## src/rtl/rr_mux_arbiter_pkg.sv

```systemverilog
// rr_mux_arbiter_pkg: shared mux constants, FSM state encoding and grant decode.
package rr_mux_arbiter_pkg;
  localparam int MUX_N = 4;
  localparam int SEL_W = 2;
  typedef enum logic {ST_IDLE = 1'b0, ST_GRANT = 1'b1} state_e;
  function automatic logic [MUX_N-1:0] sel2gnt(input logic [SEL_W-1:0] s);
    return {{(MUX_N-1){1'b0}}, 1'b1} << s;
  endfunction
endpackage

```

## src/rtl/rr_mux_arbiter_if.sv

```systemverilog
// rr_mux_arbiter_if: request/select bundle between requesters and arbiter; lock only with ARB_LOCK_EN.
interface rr_mux_arbiter_if;
  import rr_mux_arbiter_pkg::*;
  logic [MUX_N-1:0] req;
  logic             done;
`ifdef ARB_LOCK_EN
  logic             lock;
`endif
  logic [SEL_W-1:0] sel;
  logic [MUX_N-1:0] gnt;
  logic             valid;
`ifdef ARB_LOCK_EN
  modport master (output req, done, lock, input sel, gnt, valid);
  modport slave  (input req, done, lock, output sel, gnt, valid);
`else
  modport master (output req, done, input sel, gnt, valid);
  modport slave  (input req, done, output sel, gnt, valid);
`endif
endinterface

```

## src/rtl/rr_mux_arbiter_pick4.sv

```systemverilog
// rr_pick4: combinational round-robin picker, scan starts after last and wraps.
module rr_pick4
  import rr_mux_arbiter_pkg::*;
(
  input  logic [MUX_N-1:0] req_i,
  input  logic [MUX_N-1:0] mask_i,
  input  logic [SEL_W-1:0] last_i,
  output logic [SEL_W-1:0] win_o,
  output logic             any_o
);
  logic [MUX_N-1:0] r;
  assign r = req_i & ~mask_i;
  // scanning farthest-first lets the nearest candidate overwrite
  always_comb begin
    win_o = '0;
    any_o = 1'b0;
    for (int i = MUX_N; i >= 1; i--)
      if (r[SEL_W'(last_i + SEL_W'(i))]) begin
        win_o = SEL_W'(last_i + SEL_W'(i));
        any_o = 1'b1;
      end
  end
endmodule

```

## src/rtl/rr_mux_arbiter.sv

```systemverilog
// rr_mux_arbiter: 4-way round-robin arbiter driving registered mux select with bounded bursts.
// Define ARB_LOCK_EN to add a lock input that suppresses the burst timeout.
module rr_mux_arbiter
  import rr_mux_arbiter_pkg::*;
#(
  parameter int HOLD_CYCLES = 4,
  parameter int CNT_W       = 3
) (
  input logic            clk,
  input logic            rst_n,
  rr_mux_arbiter_if.slave bus
);
  localparam logic [CNT_W-1:0] CNT_MAX = CNT_W'(HOLD_CYCLES - 1);
  state_e           state_q;
  logic [SEL_W-1:0] sel_q, last_q, win;
  logic [MUX_N-1:0] gnt_q, mask;
  logic [CNT_W-1:0] cnt_q;
  logic             valid_q, any, lock, rel;
`ifdef ARB_LOCK_EN
  assign lock = bus.lock;
`else
  assign lock = 1'b0;
`endif
  assign mask = state_q == ST_GRANT ? sel2gnt(sel_q) : '0;
  assign rel  = bus.done || !bus.req[sel_q] || (cnt_q == CNT_MAX && !lock);
  rr_pick4 u_pick (
    .req_i  (bus.req),
    .mask_i (mask),
    .last_i (last_q),
    .win_o  (win),
    .any_o  (any)
  );
  // a timeout with no contender re-grants the owner; done or a dropped request idles
  always_ff @(posedge clk or negedge rst_n) begin
    if (!rst_n) begin
      state_q <= ST_IDLE;
      sel_q   <= '0;
      last_q  <= SEL_W'(MUX_N - 1);
      gnt_q   <= '0;
      valid_q <= 1'b0;
      cnt_q   <= '0;
    end else if (state_q == ST_IDLE || rel) begin
      if (any) begin
        state_q <= ST_GRANT;
        sel_q   <= win;
        last_q  <= win;
        gnt_q   <= sel2gnt(win);
        valid_q <= 1'b1;
        cnt_q   <= '0;
      end else if (state_q == ST_GRANT && !bus.done && bus.req[sel_q]) begin
        cnt_q   <= '0;
      end else begin
        state_q <= ST_IDLE;
        gnt_q   <= '0;
        valid_q <= 1'b0;
        cnt_q   <= '0;
      end
    end else if (!lock && cnt_q != CNT_MAX) begin
      cnt_q <= cnt_q + 1'b1;
    end
  end
  assign bus.sel   = sel_q;
  assign bus.gnt   = gnt_q;
  assign bus.valid = valid_q;
endmodule

```

## src/flat_wrapper.sv

```systemverilog
// flat-port wrapper written by rule: the top's interface ports become plain ports
module rr_mux_arbiter_flat import rr_mux_arbiter_pkg::*;
#(
  parameter int HOLD_CYCLES = 4,
  parameter int CNT_W       = 3
)
  (clk, rst_n, bus_req, bus_done, bus_sel, bus_gnt, bus_valid);
  rr_mux_arbiter_if bus_i ();
  input logic clk;
  input logic rst_n;
  input wire logic [$bits(bus_i.req)-1:0] bus_req;
  input wire logic [$bits(bus_i.done)-1:0] bus_done;
  output wire logic [$bits(bus_i.sel)-1:0] bus_sel;
  output wire logic [$bits(bus_i.gnt)-1:0] bus_gnt;
  output wire logic [$bits(bus_i.valid)-1:0] bus_valid;
  assign bus_i.req = bus_req;
  assign bus_i.done = bus_done;
  assign bus_sel = bus_i.sel;
  assign bus_gnt = bus_i.gnt;
  assign bus_valid = bus_i.valid;
  rr_mux_arbiter #(.HOLD_CYCLES(HOLD_CYCLES), .CNT_W(CNT_W)) u_core (.clk(clk), .rst_n(rst_n), .bus(bus_i));
endmodule
```

## config.mk

```make
export PLATFORM = sky130hd
export DESIGN_NAME = rr_mux_arbiter_flat
export DESIGN_NICKNAME = d
export VERILOG_FILES = /design/src/rtl/rr_mux_arbiter_pkg.sv /design/src/rtl/rr_mux_arbiter_if.sv /design/src/rtl/rr_mux_arbiter_pick4.sv /design/src/rtl/rr_mux_arbiter.sv /design/src/flat_wrapper.sv
export SDC_FILE = /design/constraint.sdc
export NUM_CORES = 1
export LEC_CHECK = 0
export ABC_CLOCK_PERIOD_IN_PS = 2450
export BUFFER_PORTS_ARGS = -buffer_cell sky130_fd_sc_hd__clkbuf_2
export CORE_UTILIZATION = 54
export CTS_CLUSTER_SIZE = 28
export DETAILED_ROUTE_END_ITERATION = 7
export HOLD_SLACK_MARGIN = 0.15
export PLACE_DENSITY = 0.84
export SKIP_LAST_GASP = 1
export SYNTH_ARGS = -nofsm -noshare
export SYNTH_HDL_FRONTEND = slang
export SYNTH_SLANG_ARGS = --single-unit
```

## constraint.sdc

```tcl
create_clock -name clk -period 2.45 [get_ports clk]
set_input_delay 0.49 -clock clk [delete_from_list [all_inputs] [get_ports clk]]
set_output_delay 0.49 -clock clk [all_outputs]
set_load 0.02 [all_outputs]
```

==> flow_summary.yaml, run 1 <==
clocking:
  cts_num_sinks: 12
  root_buffer: "clkbuf_4"
  insertion_delay_ns: 0.27
  h-tree-depth: 1
  cts_buffer_depth: 2
  post_cts_buffers: 0
  cts.clk_slew.worst_paths_ns: 0.07
  cts_tree: "built"
  numCtsBuffers: 3
grt:
  grt_use_met3_pct: 7.39
  use_met1_pct: 27.2
  grt_first_pass_wirelength_mm: 2.91
  grt_max_degree: 14
  grt.met2_usage_pct: 35.6
  track_usage_pct: 21.7
  overflow: 0
  antenna_found_initial: 0
  grt_pass1_vias: 669
  busiest_layer: "met2"
setup_path:
  arrival_ns: 2.23
  path_class: "flip-flop to flip-flop"
  worst_setup_path_end_kind: "flip-flop"
  path_max_fanout: 7
  worstPathRequired_ns: 2.61
  critPathLaunchType: "flip-flop"
final_layout:
  finalNetCount: 108
  instances_no_fill: 113
  area_delta_synth_final_pct: 11.3
  num_antenna_cells: 0
  drive_above_1_share_pct: 32.7
  multi_input_area_um2: 507
  ff_latch_area_um2: 303
  fillCellCount: 119
  fin_area_um2: 951
synthesis:
  ys_seq_area_share_pct: 35.4
  synth_top_area_share_pct: 29.3
  netlist_instances: 83
  avgSynthCellArea_um2: 10.3
  syn_area_um2: 855
  synth_nets: 92
  ys_warn_count: 0
  synth_area_leaders: "dfrtp_1, dfstp_2, nor2_1, buf_6, mux2_2"
  yosysUniqueCellTypes: 42
  yosysTopAreaCell: "dfrtp_1"
  synth-seq-cells: 12
pwr:
  leakage_nw: 0.431
  ir_drop_mv: 0.731
  powerDensity_nw_per_um2: 1300
floorplan:
  die_h_um: 41.8
  die_w_um: 41.8
  dieArea_um2: 1750
  core_um2: 1380
  rows: 13
  io_pins: 14
  initial_core_util_pct: 61.8
drt:
  dr.first_iter.drc_count: 24
  routed_via_density: 6.19
  antenna_left: 0
  drcViolationCount: 0
  drtPass1Iterations: 4
  routed_wl_mm: 1.67
  wl_per_cell_um: 14.8
  vias: 699
timing:
  setup_tns_ns: 0
  timing_hold_violations_final: 0
  setup_violations: 0
  relSlewSlack_pct: 63.5
  fin_worst_skew_ns: 0.00392
  tightest_slew_ns: 0.539
  grt_setup_unrepaired: "false"
  drv_slew: 0
  period_needed_ns: 2.07
  fmax_mhz: 483
  timing.final.crit_share_pct: 84.5
placed_design:
  dpl.cell_count: 108
  port_buffers: 13
  gp_congestion: 0.846
  dp_hpwl_mm: 1.22
  placed_area_um2: 905
flow_run:
  maxCapViolCount: 0
min_path:
  worstHoldPathType: "flip-flop to flip-flop"
run_status:
  outcome: "finished clean"
-- per-stage QoR --
step	utilization [%]	hold slack (ns)	setup WS (ns)	power (mW)
global placement	65.4	0.385	0.515	1.07
detailed placement	65.4	0.387	0.375	1.08
floorplan	-	0.194	0.564	0.956
global route	68.8	0.459	0.304	1.33
finish	68.8	0.445	0.381	1.24
CTS	68.8	0.446	0.356	1.25
-- cells by family after synthesis --
group | count (synthesis) | synth area share, %
AO/OA/AOI/OAI | 23 | 25.6
AND/OR/NAND/NOR | 33 | 21.2
flip-flops | 12 | 35.4
multiplexers | 7 | 9.52
buffers and inverters | 6 | 5.27
adder cells (fa/ha/maj) | 2 | 2.93
-- worst paths after layout --
check | start | cells after the start | slack [ns] | to
worst min-delay path | u_core.cnt_q[0] | 1 | 0.44 | u_core.cnt_q[0]
worst max-delay path | u_core.cnt_q[0] | 6 | 0.38 | u_core.bus.gnt[3]
worst max register to register | u_core.cnt_q[0] | 6 | 0.38 | u_core.bus.gnt[3]
worst min register to register | u_core.cnt_q[0] | 1 | 0.44 | u_core.cnt_q[0]
min in group asynchronous | rst_n | 2 | 0.64 | u_core.cnt_q[1]
max in group asynchronous | rst_n | 2 | 1.53 | u_core.last_q[1]
-- power breakdown --
| part | internal, mW | leakage (nW) | switching [mW] | total (mW) |
|---|---|---|---|---|
| clock | 0.0904 | 0.0210 | 0.0644 | 0.155 |
| combinational | 0.315 | 0.262 | 0.368 | 0.683 |
| sequential | 0.289 | 0.148 | 0.114 | 0.403 |
| total | 0.695 | 0.431 | 0.546 | 1.24 |
-- sequential cells by signal (all words and copies together) (netlist names) --
register / cells
u_core.bus.gnt: 4
u_core.last_q: 2
u_core.bus.valid: 1
u_core.cnt_q: 3
u_core.bus.sel: 2
-- metal layers --
layer  part of all wire, %  vias up
li1                      -      338
met3                   7.1        4
met4                   1.0        0
met1                    46      333
met5                     0        -
met2                    46       24
-- cell usage after synthesis --
master / count
nand2_1: 5
a21oi_2: 1
o21ai_1: 1
a21oi_1: 1
a21bo_1: 1
buf_6: 3
o2bb2ai_2: 1
and2b_2: 1
a21boi_0: 1
a211o_1: 1
a31oi_2: 1
a222oi_1: 1
o211a_1: 1
inv_1: 3
and2_1: 1
o311ai_1: 1
mux2_4: 1
o22ai_2: 1
mux2_2: 3
nor2_1: 11
nand2b_1: 2
or3b_1: 1
o2bb2ai_1: 1
ha_1: 2
dfrtp_1: 10
nor2b_1: 3
o21ai_0: 2
mux2i_1: 1
dfstp_2: 2
o211ai_1: 2
a32oi_4: 1
a22o_1: 1
and2_4: 1
nand3b_1: 4
a32o_2: 1
and3_1: 2
o32ai_1: 1
o31ai_1: 1
nor4b_1: 1
a22oi_1: 1
or2_2: 1
mux2_1: 2
-- critical path: stages (launching register included) --
cell and delay (ns):
dfrtp_1 0.39, ha_1 0.20, ha_1 0.22, nor4b_1 0.48
a32oi_4 0.15, and2b_2 0.27, a32o_2 0.24
-- final cells by class --
| cell class | count | area share (%) |
|---|---|---|
| tap | 15 | 1.97 |
| clock buffer | 4 | 3.82 |
| timing repair buffer | 14 | 7.89 |
| inverter | 3 | 1.18 |
| multi-input combinational | 65 | 53.3 |
| sequential | 12 | 31.8 |
-- what timing repair did --
action | 4_1_cts | 5_1_grt
hold buffers | 1 | 0
setup endpoints to repair | 0 | 0
resized for setup | 0 | 0
endpoints found under the hold margin | 10 | 0
-- layout by cell type (no fill, tap or decap), types with 2 or more instances in the layout --
cell type	n
clkbuf_2	13
nor2_1	11
dfrtp_1	10
nand2_1	5
nand3b_1	4
inv_1	3
mux2_2	3
nor2b_1	3
clkbuf_4	3
and3_1	2
nand2b_1	2
o21ai_0	2
o211ai_1	2
mux2_1	2
ha_1	2
dfstp_2	2
Power figures use the tool's default switching activity.
==> run 2, diff against run 1 <==
--- a/config.mk
+++ b/config.mk
@@ -5,7 +5,7 @@
 export SDC_FILE = /design/constraint.sdc
 export NUM_CORES = 1
 export LEC_CHECK = 0
-export ABC_CLOCK_PERIOD_IN_PS = 2450
+export ABC_CLOCK_PERIOD_IN_PS = 2000
 export BUFFER_PORTS_ARGS = -buffer_cell sky130_fd_sc_hd__clkbuf_2
 export CORE_UTILIZATION = 54
 export CTS_CLUSTER_SIZE = 28
==> constraint.sdc (replaced) <==
create_clock -name clk -period 2 [get_ports clk]
set_input_delay 0.4 -clock clk [delete_from_list [all_inputs] [get_ports clk]]
set_output_delay 0.4 -clock clk [all_outputs]
set_load 0.02 [all_outputs]
==> flow_summary.yaml, run 2 (synthesis gave the netlist of run 1 again) <==
drt:
  antenna_left: 0
  routed_via_density: 6.12
  drtPass1Iterations: 4
  drcViolationCount: 0
  highest_layer: "met3"
  wl_per_cell_um: 14.3
  dr.first_iter.drc_count: 15
  met2_length_um: 784
  vias: 704
  wl_met3_um: 70
  routed_wl_mm: 1.65
  met1_length_um: 793
setup_path:
  path_class: "flip-flop to flip-flop"
  cp-startpoint: "u_core.cnt_q[0]"
  r2r-end: "u_core.bus.gnt[2]"
  path_max_fanout: 7
  worst_setup_path_end_kind: "flip-flop"
  rrSetupSlack_ns: 0.12
  critPathLaunchType: "flip-flop"
  arrival_ns: 2.03
  reg2reg_depth: 8
  r2r-start: "u_core.cnt_q[0]"
  worstPathRequired_ns: 2.15
min_path:
  hold_path_end: "u_core.cnt_q[0]"
  worstHoldPathType: "flip-flop to flip-flop"
  hold_start: "u_core.cnt_q[0]"
  hold-path-cell-count: 1
final_layout:
  area_delta_synth_final_pct: 13.8
  instances_no_fill: 115
  final_util_pct: 70.3
  layout.cells.most_common: "clkbuf_2"
  drive_above_1_share_pct: 35.0
  fin_area_um2: 972
  largest_register_ffs: 4
  layout_common_cells: "clkbuf_2, nor2_1, dfrtp_1"
  num_antenna_cells: 0
  finalNetCount: 110
pwr:
  powerDensity_nw_per_um2: 1590
  ir_drop_mv: 0.986
  power_mw: 1.54
  leakage_nw: 0.444
grt:
  antenna_found_initial: 0
  grt_pass1_vias: 678
  track_usage_pct: 21.6
  overflow: 0
  grt_max_degree: 13
  grt_first_pass_wirelength_mm: 2.94
clocking:
  numCtsBuffers: 3
  cts_num_sinks: 12
  cts_tree: "built"
  insertion_delay_ns: 0.27
  post_cts_buffers: 0
  h-tree-depth: 1
  root_buffer: "clkbuf_4"
  cts.clk_slew.worst_paths_ns: 0.07
  cts_buffer_depth: 2
timing:
  setup_ws_ns: 0.116
  setup_tns_ns: 0
  setup_violations: 0
  timing_hold_violations_final: 0
  period_needed_ns: 1.88
  tightest_slew_ns: 0.461
  grt_setup_unrepaired: "false"
  relSlewSlack_pct: 69.0
  holdWs_ns: 0.432
  fmax_mhz: 531
  drv_slew: 0
  timing.final.crit_share_pct: 94.2
  fin_worst_skew_ns: 0.00206
placed_design:
  gp_congestion: 0.883
  dpl.cell_count: 110
  port_buffers: 13
  placed_area_um2: 920
  dp_slack_ns: 0.0432
  dp_hpwl_mm: 1.29
floorplan:
  dieArea_um2: 1750
  io_pins: 14
  die_w_um: 41.8
  initial_core_util_pct: 61.8
  rows: 13
  core_um2: 1380
  die_h_um: 41.8
run_status:
  outcome: "finished clean"
flow_run:
  maxCapViolCount: 0
[run 2: timing repair]
item	in CTS	in global routing
gates resized for setup	0	1
hold buffers	1	0
endpoints found under the hold margin	10	0
setup endpoints to repair	0	3
[run 2: worst max-delay path, cell delays in order, from the launching register on]
cell and delay, ns:
dfrtp_1 0.38, ha_1 0.20, ha_1 0.22, nor4b_2 0.22, buf_4 0.16, a32oi_4 0.07, and2b_2 0.26, a21bo_1 0.19
o2bb2ai_2 0.06
[run 2: power breakdown]
group	switching [mW]	internal, mW	leakage, nW
registers	0.124	0.355	0.148
clock network	0.0739	0.111	0.0210
logic	0.470	0.410	0.275
total	0.668	0.876	0.444
[run 2: per-layer routing]
layer  vias to the layer above  track usage (%)
li1                        348                -
met1                       337             31.5
met2                        19             33.4
met3                         0             6.52
met4                         0            0.645
met5                         -                0
[run 2: how the worst max path moves through the flow]
stage / end / slack [ns] / depth (start not counted)
3_3_place_gp: u_core.bus.gnt[2] / 0.13 / 8
2_1_floorplan: u_core.bus.gnt[2] / 0.11 / 7
4_1_cts: u_core.bus.gnt[2] / 0.04 / 8
5_1_grt: u_core.bus.gnt[2] / 0.0006 / 8
3_5_place_dp: u_core.bus.gnt[2] / 0.04 / 8
6_report: u_core.bus.gnt[2] / 0.12 / 8
[run 2: final cells by class]
class,count,area [um2]
clock buffers,4,36.3
fillers,110,410
inverters,3,11.3
multi-input cells,65,513
flip-flops and latches,12,303
well taps,15,18.8
repair buffers,16,90.1
==> run 3, diff against run 2 <==
--- a/config.mk
+++ b/config.mk
@@ -7,11 +7,13 @@
 export LEC_CHECK = 0
 export ABC_CLOCK_PERIOD_IN_PS = 2000
 export BUFFER_PORTS_ARGS = -buffer_cell sky130_fd_sc_hd__clkbuf_2
-export CORE_UTILIZATION = 54
+export CELL_PAD_IN_SITES_DETAIL_PLACEMENT = 1
+export CELL_PAD_IN_SITES_GLOBAL_PLACEMENT = 2
+export CORE_UTILIZATION = 34
 export CTS_CLUSTER_SIZE = 28
 export DETAILED_ROUTE_END_ITERATION = 7
 export HOLD_SLACK_MARGIN = 0.15
-export PLACE_DENSITY = 0.84
+export PLACE_DENSITY = 0.83
 export SKIP_LAST_GASP = 1
 export SYNTH_ARGS = -nofsm -noshare
 export SYNTH_HDL_FRONTEND = slang
==> flow_summary.yaml, run 3 (synthesis gave the netlist of run 1 again) <==
clocking:
  h-tree-depth: 1
  cts.clk_slew.worst_paths_ns: 0.08
  post_cts_buffers: 0
  insertion_delay_ns: 0.27
  cts_num_sinks: 12
  cts_buffer_depth: 2
  numCtsBuffers: 3
  cts_tree: "built"
  root_buffer: "clkbuf_4"
setup_path:
  critPathMaxStageDelay_ns: 0.64
  r2r-start: "u_core.last_q[0]"
  critPathBufInv: 0
  cp_top_family: "multiplexers"
  critical_path.cell_chain: "mux2_2, and3_1, o32ai_1, a31oi_2, mux2_1"
  rrSetupSlack_ns: 0.10
  arrival_ns: 2.06
  path_class: "flip-flop to flip-flop"
  worstPathRequired_ns: 2.16
  worst_setup_path_end_kind: "flip-flop"
  path_max_fanout: 12
  r2r-end: "u_core.bus.sel[0]"
  reg2reg_depth: 5
  critPathLaunchType: "flip-flop"
  crit_slowest_cell: "dfstp_2"
floorplan:
  die_h_um: 52.1
  dieArea_um2: 2720
  die_w_um: 52.1
  io_pins: 14
  rows: 17
  initial_core_util_pct: 37.2
  core_um2: 2300
final_layout:
  finalNetCount: 111
  ff_latch_area_um2: 303
  area_delta_synth_final_pct: 16.5
  fillCellCount: 266
  instances_no_fill: 129
  num_antenna_cells: 0
  largest_register_ffs: 4
  multi_input_area_um2: 513
  drive_above_1_share_pct: 35.6
  layout.cells.most_common: "clkbuf_2"
  layout_common_cells: "clkbuf_2, nor2_1, dfrtp_1"
timing:
  fin_worst_skew_ns: 0.00270
  drv_slew: 0
  setup_violations: 0
  timing.final.crit_share_pct: 94.8
  grt_setup_unrepaired: "false"
  setup_ws_ns: 0.104
  fmax_mhz: 527
  period_needed_ns: 1.90
  relSlewSlack_pct: 66.5
  tightest_slew_ns: 0.498
  setup_tns_ns: 0
  timing_hold_violations_final: 0
placed_design:
  dpl.cell_count: 124
  port_buffers: 13
  dp_slack_ns: 0.0800
  dp_hpwl_mm: 1.51
  gp_congestion: 0.769
flow_run:
  maxCapViolCount: 0
grt:
  track_usage_pct: 16.4
  grt_pass1_vias: 707
  antenna_found_initial: 0
  overflow: 0
  grt_first_pass_wirelength_mm: 3.31
  grt_max_degree: 13
drt:
  routed_via_density: 5.32
  dr.first_iter.drc_count: 10
  drtPass1Iterations: 4
  vias: 686
  routed_wl_mm: 1.92
  drcViolationCount: 0
  wl_per_cell_um: 14.9
  antenna_left: 0
run_status:
  outcome: "finished clean"
min_path:
  worstHoldPathType: "flip-flop to flip-flop"
  hold-path-cell-count: 1
  hold_path_end: "u_core.cnt_q[0]"
  hold_start: "u_core.cnt_q[0]"
pwr:
  powerDensity_nw_per_um2: 1580
  leakage_nw: 0.448
  ir_drop_mv: 0.672
[run 3: changes by cell type in the layout (fill, tap and decap cells not counted), sizes merged]
cell,delta
buf,+1
[run 3: per-layer routing]
layer | part of all wire [%] | GRT usage (%) | vias up
li1 | - | - | 344
met1 | 50 | 22.3 | 326
met2 | 46 | 27.4 | 14
met3 | 3.9 | 2.92 | 2
met4 | 0.62 | 2.63 | 0
met5 | 0 | 0 | -
[run 3: worst reg2reg max path, cell delays in order (launching register included)]
cell and delay, ns:
dfstp_2 0.64, mux2_2 0.35, and3_1 0.19, o32ai_1 0.15, a31oi_2 0.13, mux2_1 0.33
[run 3: layout make-up]
cell class,instances,share of cell area (%)
multi-input combinational,65,51.5
sequential,12,30.4
timing repair buffer,17,9.80
clock buffer,4,3.64
tap,28,3.52
inverter,3,1.13
[run 3: report_power, final]
group	total (mW)	internal [mW]	switching (mW)
combinational	0.893	0.420	0.473
clock	0.195	0.111	0.0845
sequential	0.489	0.354	0.135
[run 3: worst max path at each step]
stage / endpoint / cells after the start / start
2_1_floorplan: u_core.bus.gnt[2] / 7 / u_core.cnt_q[0]
3_3_place_gp: u_core.bus.sel[0] / 5 / u_core.last_q[0]
3_5_place_dp: u_core.bus.gnt[2] / 8 / u_core.cnt_q[0]
4_1_cts: u_core.bus.gnt[2] / 8 / u_core.cnt_q[0]
5_1_grt: u_core.bus.sel[0] / 5 / u_core.last_q[0]
6_report: u_core.bus.sel[0] / 5 / u_core.last_q[0]
[run 3: what timing repair did]
action | CTS | global route
hold buffers | 1 | 0
hold endpoints to repair | 10 | 0
gates resized for setup | 0 | 1
setup endpoints to repair | 0 | 2
[run 3: metrics by stage]
step | total power [mW] | hold slack, ns | cell area [um2] | utilization (%)
after floorplan | 1.17 | 0.104 | 855 | -
after global placement | 1.37 | 0.298 | 943 | 41.1
after detailed placement | 1.38 | 0.306 | 943 | 41.1
after CTS | 1.59 | 0.440 | 990 | 43.1
after global routing | 1.71 | 0.463 | 996 | 43.4
final | 1.58 | 0.438 | 996 | 43.4
